[config.mk]
export PLATFORM = sky130hd
export DESIGN_NAME = pulse_cmd_queue
export DESIGN_NICKNAME = d
export VERILOG_FILES = /design/src/rtl/pulse_pkg.sv /design/src/rtl/pulse_word_fifo.sv /design/src/rtl/pulse_cmd_queue.sv
export SDC_FILE = /design/constraint.sdc
export NUM_CORES = 1
export LEC_CHECK = 0
export ABC_AREA = 1
export BUFFER_PORTS_ARGS = -buffer_cell sky130_fd_sc_hd__buf_2
export CAP_MARGIN = 10
export CORE_ASPECT_RATIO = 1.25
export CORE_MARGIN = 1
export CORE_UTILIZATION = 62
export DETAILED_ROUTE_END_ITERATION = 6
export GPL_TIMING_DRIVEN = 0
export PLACE_DENSITY = 0.76
export SYNTH_ARGS = -nofsm -noshare
export SYNTH_HDL_FRONTEND = slang
export SYNTH_SLANG_ARGS = --single-unit
[constraint.sdc]
create_clock -name clk -period 3.2 [get_ports clk]
set_input_delay 0.16 -clock clk [delete_from_list [all_inputs] [get_ports clk]]
set_output_delay 0.16 -clock clk [all_outputs]
set_load 0.01 [all_outputs]
[src/rtl/pulse_pkg.sv]
// Shared widths, field indices and the pulse word layout for the pulse command queue.
package pulse_pkg;

    localparam int unsigned PHASE_W = 17;
    localparam int unsigned FREQ_W  = 9;
    localparam int unsigned AMP_W   = 16;
    localparam int unsigned ENV_W   = 24;
    localparam int unsigned CFG_W   = 4;

    localparam int unsigned PULSE_WORD_WIDTH = PHASE_W + FREQ_W + AMP_W + ENV_W + CFG_W;

    localparam int unsigned FLD_PHASE = 0;
    localparam int unsigned FLD_FREQ  = 1;
    localparam int unsigned FLD_AMP   = 2;
    localparam int unsigned FLD_ENV   = 3;
    localparam int unsigned FLD_CFG   = 4;
    localparam int unsigned NUM_FLDS  = 5;

    typedef struct packed {
        logic [PHASE_W-1:0] phase;
        logic [FREQ_W-1:0]  freq;
        logic [AMP_W-1:0]   amp;
        logic [ENV_W-1:0]   env_word;
        logic [CFG_W-1:0]   cfg;
    } pulse_word_t;

endpackage

[src/rtl/pulse_word_fifo.sv]
// First-word-fall-through sync FIFO on a register array; dout holds the last
// popped word while empty.
module pulse_word_fifo #(
    parameter int unsigned WIDTH     = 70,
    parameter int unsigned DEPTH     = 8,
    parameter int unsigned CNT_WIDTH = $clog2(DEPTH + 1)
) (
    input  logic                 clk,
    input  logic                 reset,
    input  logic                 push,
    input  logic                 pop,
    input  logic                 flush,
    input  logic [WIDTH-1:0]     din,
    output logic [WIDTH-1:0]     dout,
    output logic                 valid,
    output logic                 full,
    output logic [CNT_WIDTH-1:0] count
);

    localparam int unsigned PTR_W = $clog2(DEPTH);

    logic [WIDTH-1:0]     mem_q [DEPTH];
    logic [WIDTH-1:0]     mem_d [DEPTH];
    logic [PTR_W-1:0]     wr_ptr_q, wr_ptr_d;
    logic [PTR_W-1:0]     rd_ptr_q, rd_ptr_d;
    logic [CNT_WIDTH-1:0] count_q, count_d;
    logic [WIDTH-1:0]     dout_q, dout_d;
    logic                 valid_q, valid_d;
    logic                 full_q, full_d;
    logic                 pop_ok, push_ok;

    always_comb begin
        mem_d    = mem_q;
        wr_ptr_d = wr_ptr_q;
        rd_ptr_d = rd_ptr_q;
        count_d  = count_q;
        dout_d   = dout_q;
        pop_ok   = pop && valid_q && !flush;
        push_ok  = push && !flush && (!full_q || pop_ok);

        if (flush) begin
            wr_ptr_d = '0;
            rd_ptr_d = '0;
            count_d  = '0;
        end else begin
            if (push_ok) begin
                mem_d[wr_ptr_q] = din;
                wr_ptr_d        = wr_ptr_q + PTR_W'(1);
            end
            if (pop_ok) begin
                rd_ptr_d = rd_ptr_q + PTR_W'(1);
            end
            case ({push_ok, pop_ok})
                2'b10:   count_d = count_q + CNT_WIDTH'(1);
                2'b01:   count_d = count_q - CNT_WIDTH'(1);
                default: count_d = count_q;
            endcase
        end

        // Register the next head; a word pushed into an empty slot at the head falls through from din.
        if (count_d != '0) begin
            if (push_ok && (rd_ptr_d == wr_ptr_q)) begin
                dout_d = din;
            end else begin
                dout_d = mem_q[rd_ptr_d];
            end
        end

        valid_d = (count_d != '0);
        full_d  = (count_d == CNT_WIDTH'(DEPTH));
    end

    always_ff @(posedge clk) begin
        if (reset) begin
            for (int i = 0; i < int'(DEPTH); i++) begin
                mem_q[i] <= '0;
            end
            wr_ptr_q <= '0;
            rd_ptr_q <= '0;
            count_q  <= '0;
            dout_q   <= '0;
            valid_q  <= 1'b0;
            full_q   <= 1'b0;
        end else begin
            mem_q    <= mem_d;
            wr_ptr_q <= wr_ptr_d;
            rd_ptr_q <= rd_ptr_d;
            count_q  <= count_d;
            dout_q   <= dout_d;
            valid_q  <= valid_d;
            full_q   <= full_d;
        end
    end

    assign dout  = dout_q;
    assign valid = valid_q;
    assign full  = full_q;
    assign count = count_q;

endmodule

[src/rtl/pulse_cmd_queue.sv]
// Processor-to-DSP pulse interface: sticky per-field staging, commit merge,
// push qualification and overflow tracking in front of a pulse word FIFO.
module pulse_cmd_queue
    import pulse_pkg::*;
#(
    parameter int unsigned PHASE_WIDTH    = PHASE_W,
    parameter int unsigned FREQ_WIDTH     = FREQ_W,
    parameter int unsigned AMP_WIDTH      = AMP_W,
    parameter int unsigned CFG_WIDTH      = CFG_W,
    parameter int unsigned ENV_WORD_WIDTH = ENV_W,
    parameter int unsigned DEPTH          = 8,
    parameter int unsigned CNT_WIDTH      = $clog2(DEPTH + 1)
) (
    input  logic                      clk,
    input  logic                      reset,
    input  logic [PHASE_WIDTH-1:0]    in_phase,
    input  logic [FREQ_WIDTH-1:0]     in_freq,
    input  logic [AMP_WIDTH-1:0]      in_amp,
    input  logic [ENV_WORD_WIDTH-1:0] in_env_word,
    input  logic [CFG_WIDTH-1:0]      in_cfg,
    input  logic [NUM_FLDS-1:0]       field_we,
    input  logic                      cstrobe,
    input  logic                      flush,
    output logic [PHASE_WIDTH-1:0]    out_phase,
    output logic [FREQ_WIDTH-1:0]     out_freq,
    output logic [AMP_WIDTH-1:0]      out_amp,
    output logic [ENV_WORD_WIDTH-1:0] out_env_word,
    output logic [CFG_WIDTH-1:0]      out_cfg,
    output logic                      out_valid,
    input  logic                      out_ready,
    output logic [CNT_WIDTH-1:0]      count,
    output logic                      full,
    output logic                      overflow
);

    localparam int unsigned WORD_W = PHASE_WIDTH + FREQ_WIDTH + AMP_WIDTH
                                   + ENV_WORD_WIDTH + CFG_WIDTH;

    logic [PHASE_WIDTH-1:0]    phase_q, phase_d;
    logic [FREQ_WIDTH-1:0]     freq_q, freq_d;
    logic [AMP_WIDTH-1:0]      amp_q, amp_d;
    logic [ENV_WORD_WIDTH-1:0] env_q, env_d;
    logic [CFG_WIDTH-1:0]      cfg_q, cfg_d;
    logic                      overflow_q, overflow_d;
    logic [WORD_W-1:0]         commit_word;
    logic [WORD_W-1:0]         head_word;
    logic                      fifo_valid, fifo_full;
    logic                      pop, push, drop;

    // The next staging value is exactly the merged commit word, so a cstrobe sees same-cycle writes.
    always_comb begin
        phase_d = field_we[FLD_PHASE] ? in_phase    : phase_q;
        freq_d  = field_we[FLD_FREQ]  ? in_freq     : freq_q;
        amp_d   = field_we[FLD_AMP]   ? in_amp      : amp_q;
        env_d   = field_we[FLD_ENV]   ? in_env_word : env_q;
        cfg_d   = field_we[FLD_CFG]   ? in_cfg      : cfg_q;
        commit_word = {phase_d, freq_d, amp_d, env_d, cfg_d};
    end

    always_comb begin
        pop        = fifo_valid && out_ready;
        push       = cstrobe && !flush && (!fifo_full || pop);
        drop       = cstrobe && fifo_full && !pop && !flush;
        overflow_d = flush ? 1'b0 : (overflow_q || drop);
    end

    always_ff @(posedge clk) begin
        if (reset) begin
            phase_q    <= '0;
            freq_q     <= '0;
            amp_q      <= '0;
            env_q      <= '0;
            cfg_q      <= '0;
            overflow_q <= 1'b0;
        end else begin
            phase_q    <= phase_d;
            freq_q     <= freq_d;
            amp_q      <= amp_d;
            env_q      <= env_d;
            cfg_q      <= cfg_d;
            overflow_q <= overflow_d;
        end
    end

    pulse_word_fifo #(
        .WIDTH     (WORD_W),
        .DEPTH     (DEPTH),
        .CNT_WIDTH (CNT_WIDTH)
    ) u_fifo (
        .clk   (clk),
        .reset (reset),
        .push  (push),
        .pop   (pop),
        .flush (flush),
        .din   (commit_word),
        .dout  (head_word),
        .valid (fifo_valid),
        .full  (fifo_full),
        .count (count)
    );

    assign {out_phase, out_freq, out_amp, out_env_word, out_cfg} = head_word;
    assign out_valid = fifo_valid;
    assign full      = fifo_full;
    assign overflow  = overflow_q;

endmodule

# Word-level counts from Yosys, hierarchy flattened
# Index checks and enable logic that the tools add are counted.
[word_totals] register_bits=713 inputBits=80
[classes] n_addsub=4 n_lt_le_gt_ge=3 eq_ne=4 muxes=16 n_bitwise=3 reduce_logical=21
[op_table] cell="$bwmux 560" count=1
[op_table] cell="$mux 70" count=4
[op_table] cell="$bmux 70 s3" count=1
[op_table] cell="$demux 70 s3" count=1
[op_table] cell="$mux 24" count=1
[op_table] cell="$mux 17" count=1
[op_table] cell="$mux 16" count=1
[op_table] cell="$logic_and 1x1->1" count=12
[op_table] cell="$mux 9" count=1
[op_table] cell="$ge 4x4->1 const B" count=2
[op_table] cell="$mux 4" count=2
[op_table] cell="$not 3->4" count=2
[op_table] cell="$pmux 4 s2" count=1
[op_table] cell="$add 3x1->3 const B" count=2
[op_table] cell="$mux 3" count=2
[op_table] cell="$add 4x1->4 const B" count=1
[op_table] cell="$eq 4x4->1 const B" count=1
[op_table] cell="$lt 4x1->1 const B" count=1
[op_table] cell="$reduce_bool 4->1" count=1
[op_table] cell="$sub 4x1->4 const B" count=1
[op_table] cell="$eq 3x3->1" count=1
[op_table] cell="$logic_not 1->1" count=3
[op_table] cell="$logic_or 1x1->1" count=3
[op_table] cell="$eq 2x1->1 const B" count=1
[op_table] cell="4 further kinds" count=4

# Logic depth before layout (Yosys ltp)
[logic_depth] depth_word=10 mapped_depth=21 depth_no_buf=19

# Cells and area by module
# Synthesis repeated with hierarchy kept, for this count alone.
[hier_totals] hier_cells=4530 area_unflattened_um2=32200.9
[modules_own_cells] module="pulse_word_fifo" n_inst=1 cells_per_inst=4143 area_per_inst_um2=29139.2 seq_area_each_um2=12852.3
[modules_own_cells] module="pulse_cmd_queue" n_inst=1 cells_per_inst=387 area_per_inst_um2=3061.7 seq_area_each_um2=1421.4

# Least setup slack after synthesis
# Ideal clock, no wire load.
[synth_timing] kind="flip-flop to flip-flop" startpoint="register u_fifo.valid_q, in the netlist u_fifo.valid" endpoint="register u_fifo.dout_q[0], in the netlist u_fifo.dout[0]" setup_time_ns=0.112 arrival_time_ns=2.828 required_ns=3.088 path_slack_ns=0.260 path_stages_with_launch=19 n_path_buf=2 path_cell_list="dfxtp_1 -> nand2_2 -> a21oi_2 -> buf_4 -> inv_1 -> ha_1 -> nand2_1 -> inv_1 -> nor2_1 -> ha_1 -> nor2_1 -> nor2_1 -> o21ai_0 -> nand2_1 -> a31oi_2 -> clkbuf_1 -> nand3_1 -> nand2_1 -> nor2_1"
[synth_between] elab_chain_cells=10
[synth_rtl] element="start, declared" line="pulse_word_fifo.sv:28" rtl="logic valid_q, valid_d;"
[synth_rtl] element="start signal, assigned" line="pulse_word_fifo.sv:90" rtl="valid_q <= valid_d;"
[synth_rtl] element="$logic_and 1x1->1" line="pulse_cmd_queue.sv:61" rtl="pop = fifo_valid && out_ready;"
[synth_rtl] element="$logic_and 1x1->1 (2 in a row)" line="pulse_word_fifo.sv:38" rtl="pop_ok = pop && valid_q && !flush;"
[synth_rtl] element="$mux 3" line="pulse_word_fifo.sv:50" rtl="if (pop_ok) begin"
[synth_rtl] element="$mux 3" line="pulse_word_fifo.sv:41" rtl="if (flush) begin"
[synth_rtl] element="$not 3->4 (not written as such)" line="pulse_word_fifo.sv:65" rtl="dout_d = mem_q[rd_ptr_d];"
[synth_rtl] element="$bmux 70 s3" line="pulse_word_fifo.sv:65"
[synth_rtl] element="$mux 70 (not written as such) (2 in a row)" line="pulse_word_fifo.sv:65"
[synth_rtl] element="$mux 70" line="pulse_word_fifo.sv:62" rtl="if (push_ok && (rd_ptr_d == wr_ptr_q)) begin"
[synth_rtl] element="end signal, assigned" line="pulse_word_fifo.sv:89" rtl="dout_q <= dout_d;"
[synth_rtl] element="end, declared" line="pulse_word_fifo.sv:27" rtl="logic [WIDTH-1:0] dout_q, dout_d;"
# Several ways; a longest one is shown, not always the timed one. The select of a mux whose other input is x is not followed.
# A chain may end at the register's enable or synchronous reset.

# Final worst setup path
[layout_timing] startpoint="register u_fifo.valid_q, in the netlist u_fifo.valid" endpoint="register u_fifo.dout_q[61], in the netlist u_fifo.dout[61]"
# Same word-level chain as after synthesis.

==> reports/metrics.csv <==
metric;value;unit
outcome;complete, no violations;
placed inst area;33700;sq um
# H-tree levels;3;
final setup vio count;0;
switching fraction of total power;26.8;%
total core area;50800;sq um
initial DRC count;2997;
Worst setup EP type;register;
Worst Tran Pin Value;1.21;ns
post-synthesis sequential area ratio;44.4;%
first-pass GRT wire length;162;mm
most common cell after layout, fill and taps aside;nand2_1;
most frequent cells in the layout;nand2_1, inv_1, dfxtp_1, nand3_1, o21ai_0;
clk sinks;713;
Placer Congestion;0.928;
Worst-path clk slew;0.06;ns
period utilization;98.4;%
CP required;3.71;ns
Clk pwr share;41.6;%
total gr overflow;0;
Synthesis Warnings;0;
worst hold margin;0.00898;ns
Leak;16.4;nW
Yosys top cell area share;44.4;%
largest net degree at the start of global routing;15;
Final Skew;0.0245;ns
placed cell count;5568;
DR WL/cell;18.2;um
Peak Freq;318;MHz
post-route insts no fill;5792;
Rel. slew slack;19.3;%
Psw;0.00548;W
# IOs;157;
CTS Buffer Depth;3;
Cell variety after synth;27;
RSZ-0062 raised after global routing;yes;
Syn Area/Cell;6.76;sq um
Reg power frac;45.4;%
CTS tree;built;
Max Cap Viol;0;
setup TNS;0;ns
Power Density;548;nW/um^2
CP Class;register to register;
internal power;0.0149;W
FF+latch count, synth;713;
root cell of the clock tree;clkbuf_16;
Clock Latency Late Sink;0.62;ns
row cnt;92;
Finished Cell Area;37300;sq um
synth top area cells;dfxtp_1, nand3_1, o21ai_0;
total power;0.0204;W
HP Class;input port to register;
Die ar.;52800;sq um
# nets final;5163;
# port buffers;153;
Residual DRC;0;
final hold violations;0;
P&R area growth vs syn;16.0;%
Worst EP arrival;3.66;ns
CP startpoint kind;register;
combinational share of power;13.0;%
CTS Buf Count;72;
die height;257;um
Post-Syn Nets;4841;
dpl hpwl;72.3;mm
final wirelength;106;mm
Final ANT Viol Nets;0;
initial core utilization;63.3;%
Yosys top cell by area;dfxtp_1;
vias in the first global route;29858;
Peak supply drop;502;uV
Mapped Area;32100;sq um
routed via count;32224;
share of cells above drive strength 1;8.65;%
min cycle time layout;3.15;ns
post-synthesis cell count;4756;
gr usage total;39.6;%
Final Slew Violations;0;
routed vias/inst;5.56;
Die X;206;um
crit path max fanout;10;
drt pass-1 iters;6;
antenna violations before repair;3;
==> state kept, by name, summed over array words and instances, names as in the netlist, 3 cells and up <==
signal	cells
amp_q	16
cfg_q	4
env_q	24
freq_q	9
phase_q	17
u_fifo.count	4
u_fifo.dout	70
u_fifo.mem_q	560
u_fifo.rd_ptr_q	3
u_fifo.wr_ptr_q	3
==> logic make-up after synthesis <==
group,synth area share [%]
adder cells (fa/ha/maj),0.195
buffers and inverters,14.0
AO/OA/AOI/OAI,18.8
XOR/XNOR,0.0273
AND/OR/NAND/NOR,22.5
flip-flops,44.4
==> metal layers <==
layer	vias to the layer above	global-route usage [%]	part of all wire (%)
met1	14619	48.4	39
li1	15808	-	-
met5	-	0	0.012
met4	2	29.9	7.8
met2	1427	62.4	45
met3	368	5.96	8.0
==> power by group through the flow <==
| stage | clock [W] | sequential, W | combinational [W] |
|---|---|---|---|
| final | 0.00850 | 0.00928 | 0.00266 |
| after global routing | 0.00885 | 0.00930 | 0.00294 |
| after CTS | 0.00850 | 0.00928 | 0.00253 |
| after detailed placement | 0 | 0.00947 | 0.00238 |
| after global placement | 0 | 0.00946 | 0.00235 |
| after floorplan | 0 | 0.00952 | 0.00149 |
==> worst max-delay path, stage by stage (launching register included) <==
cell	delay (ns)
dfxtp_4	0.42
nand2_4	0.10
a21oi_4	0.20
buf_6	0.13
clkinvlp_4	0.16
buf_4	0.21
ha_1	0.39
inv_2	0.07
o21ai_0	0.27
nand2_1	0.17
a31oi_4	0.20
buf_12	0.16
buf_6	0.15
buf_12	0.14
nand3_1	0.09
nand2_1	0.09
nor2_1	0.06
==> final timing paths <==
kind | start | to | slack, ns | cells past startpoint
hold reg to reg | u_fifo.mem_q[469] | u_fifo.mem_q[469] | 0.45 | 2
setup reg to reg | u_fifo.valid | u_fifo.dout[61] | 0.05 | 16
hold / removal | field_we[0] | phase_q[0] | 0.009 | 3
setup / recovery | u_fifo.valid | u_fifo.dout[61] | 0.05 | 16
==> layout make-up <==
| cell class | instances | area (sq um) |
|---|---|---|
| antenna | 3 | 7.51 |
| buffer | 360 | 1680 |
| clock buffer | 109 | 2230 |
| clock inverter | 18 | 123 |
| fill | 4254 | 13500 |
| inverter | 790 | 2980 |
| multi-input combinational | 2893 | 13400 |
| sequential | 713 | 14300 |
| tap | 658 | 823 |
| timing repair buffer | 248 | 1730 |
==> what timing repair did <==
| action | in CTS | in global routing |
|---|---|---|
| hold endpoints to repair | 70 | 0 |
| gates resized for setup | 34 | 63 |
| endpoints found under the setup margin | 73 | 72 |
| buffers inserted | 6 | 6 |
| pin swaps | 0 | 2 |
| hold buffers | 81 | 0 |
==> synth_stat cells (all sizes together) <==
library cell	instances
a21oi	567
nor3b	1
clkbuf	223
nand2	797
a31oi	1
dfxtp	713
nand4	16
xnor2	1
nor2	228
o21ai	635
a211oi	1
inv	790
or2	1
nand3	640
ha	5
buf	137
==> metrics by stage <==
| step | util, % | setup WS [ns] |
|---|---|---|
| 6_report | 73.5 | 0.0517 |
| 5_1_grt | 73.4 | -0.0207 |
| 4_1_cts | 73.0 | 0.0188 |
| 3_5_place_dp | 66.5 | -1.52 |
| 3_3_place_gp | 66.4 | -1.52 |
| 2_1_floorplan | - | 0.260 |
No activity file was read; power rests on OpenSTA's default activity.
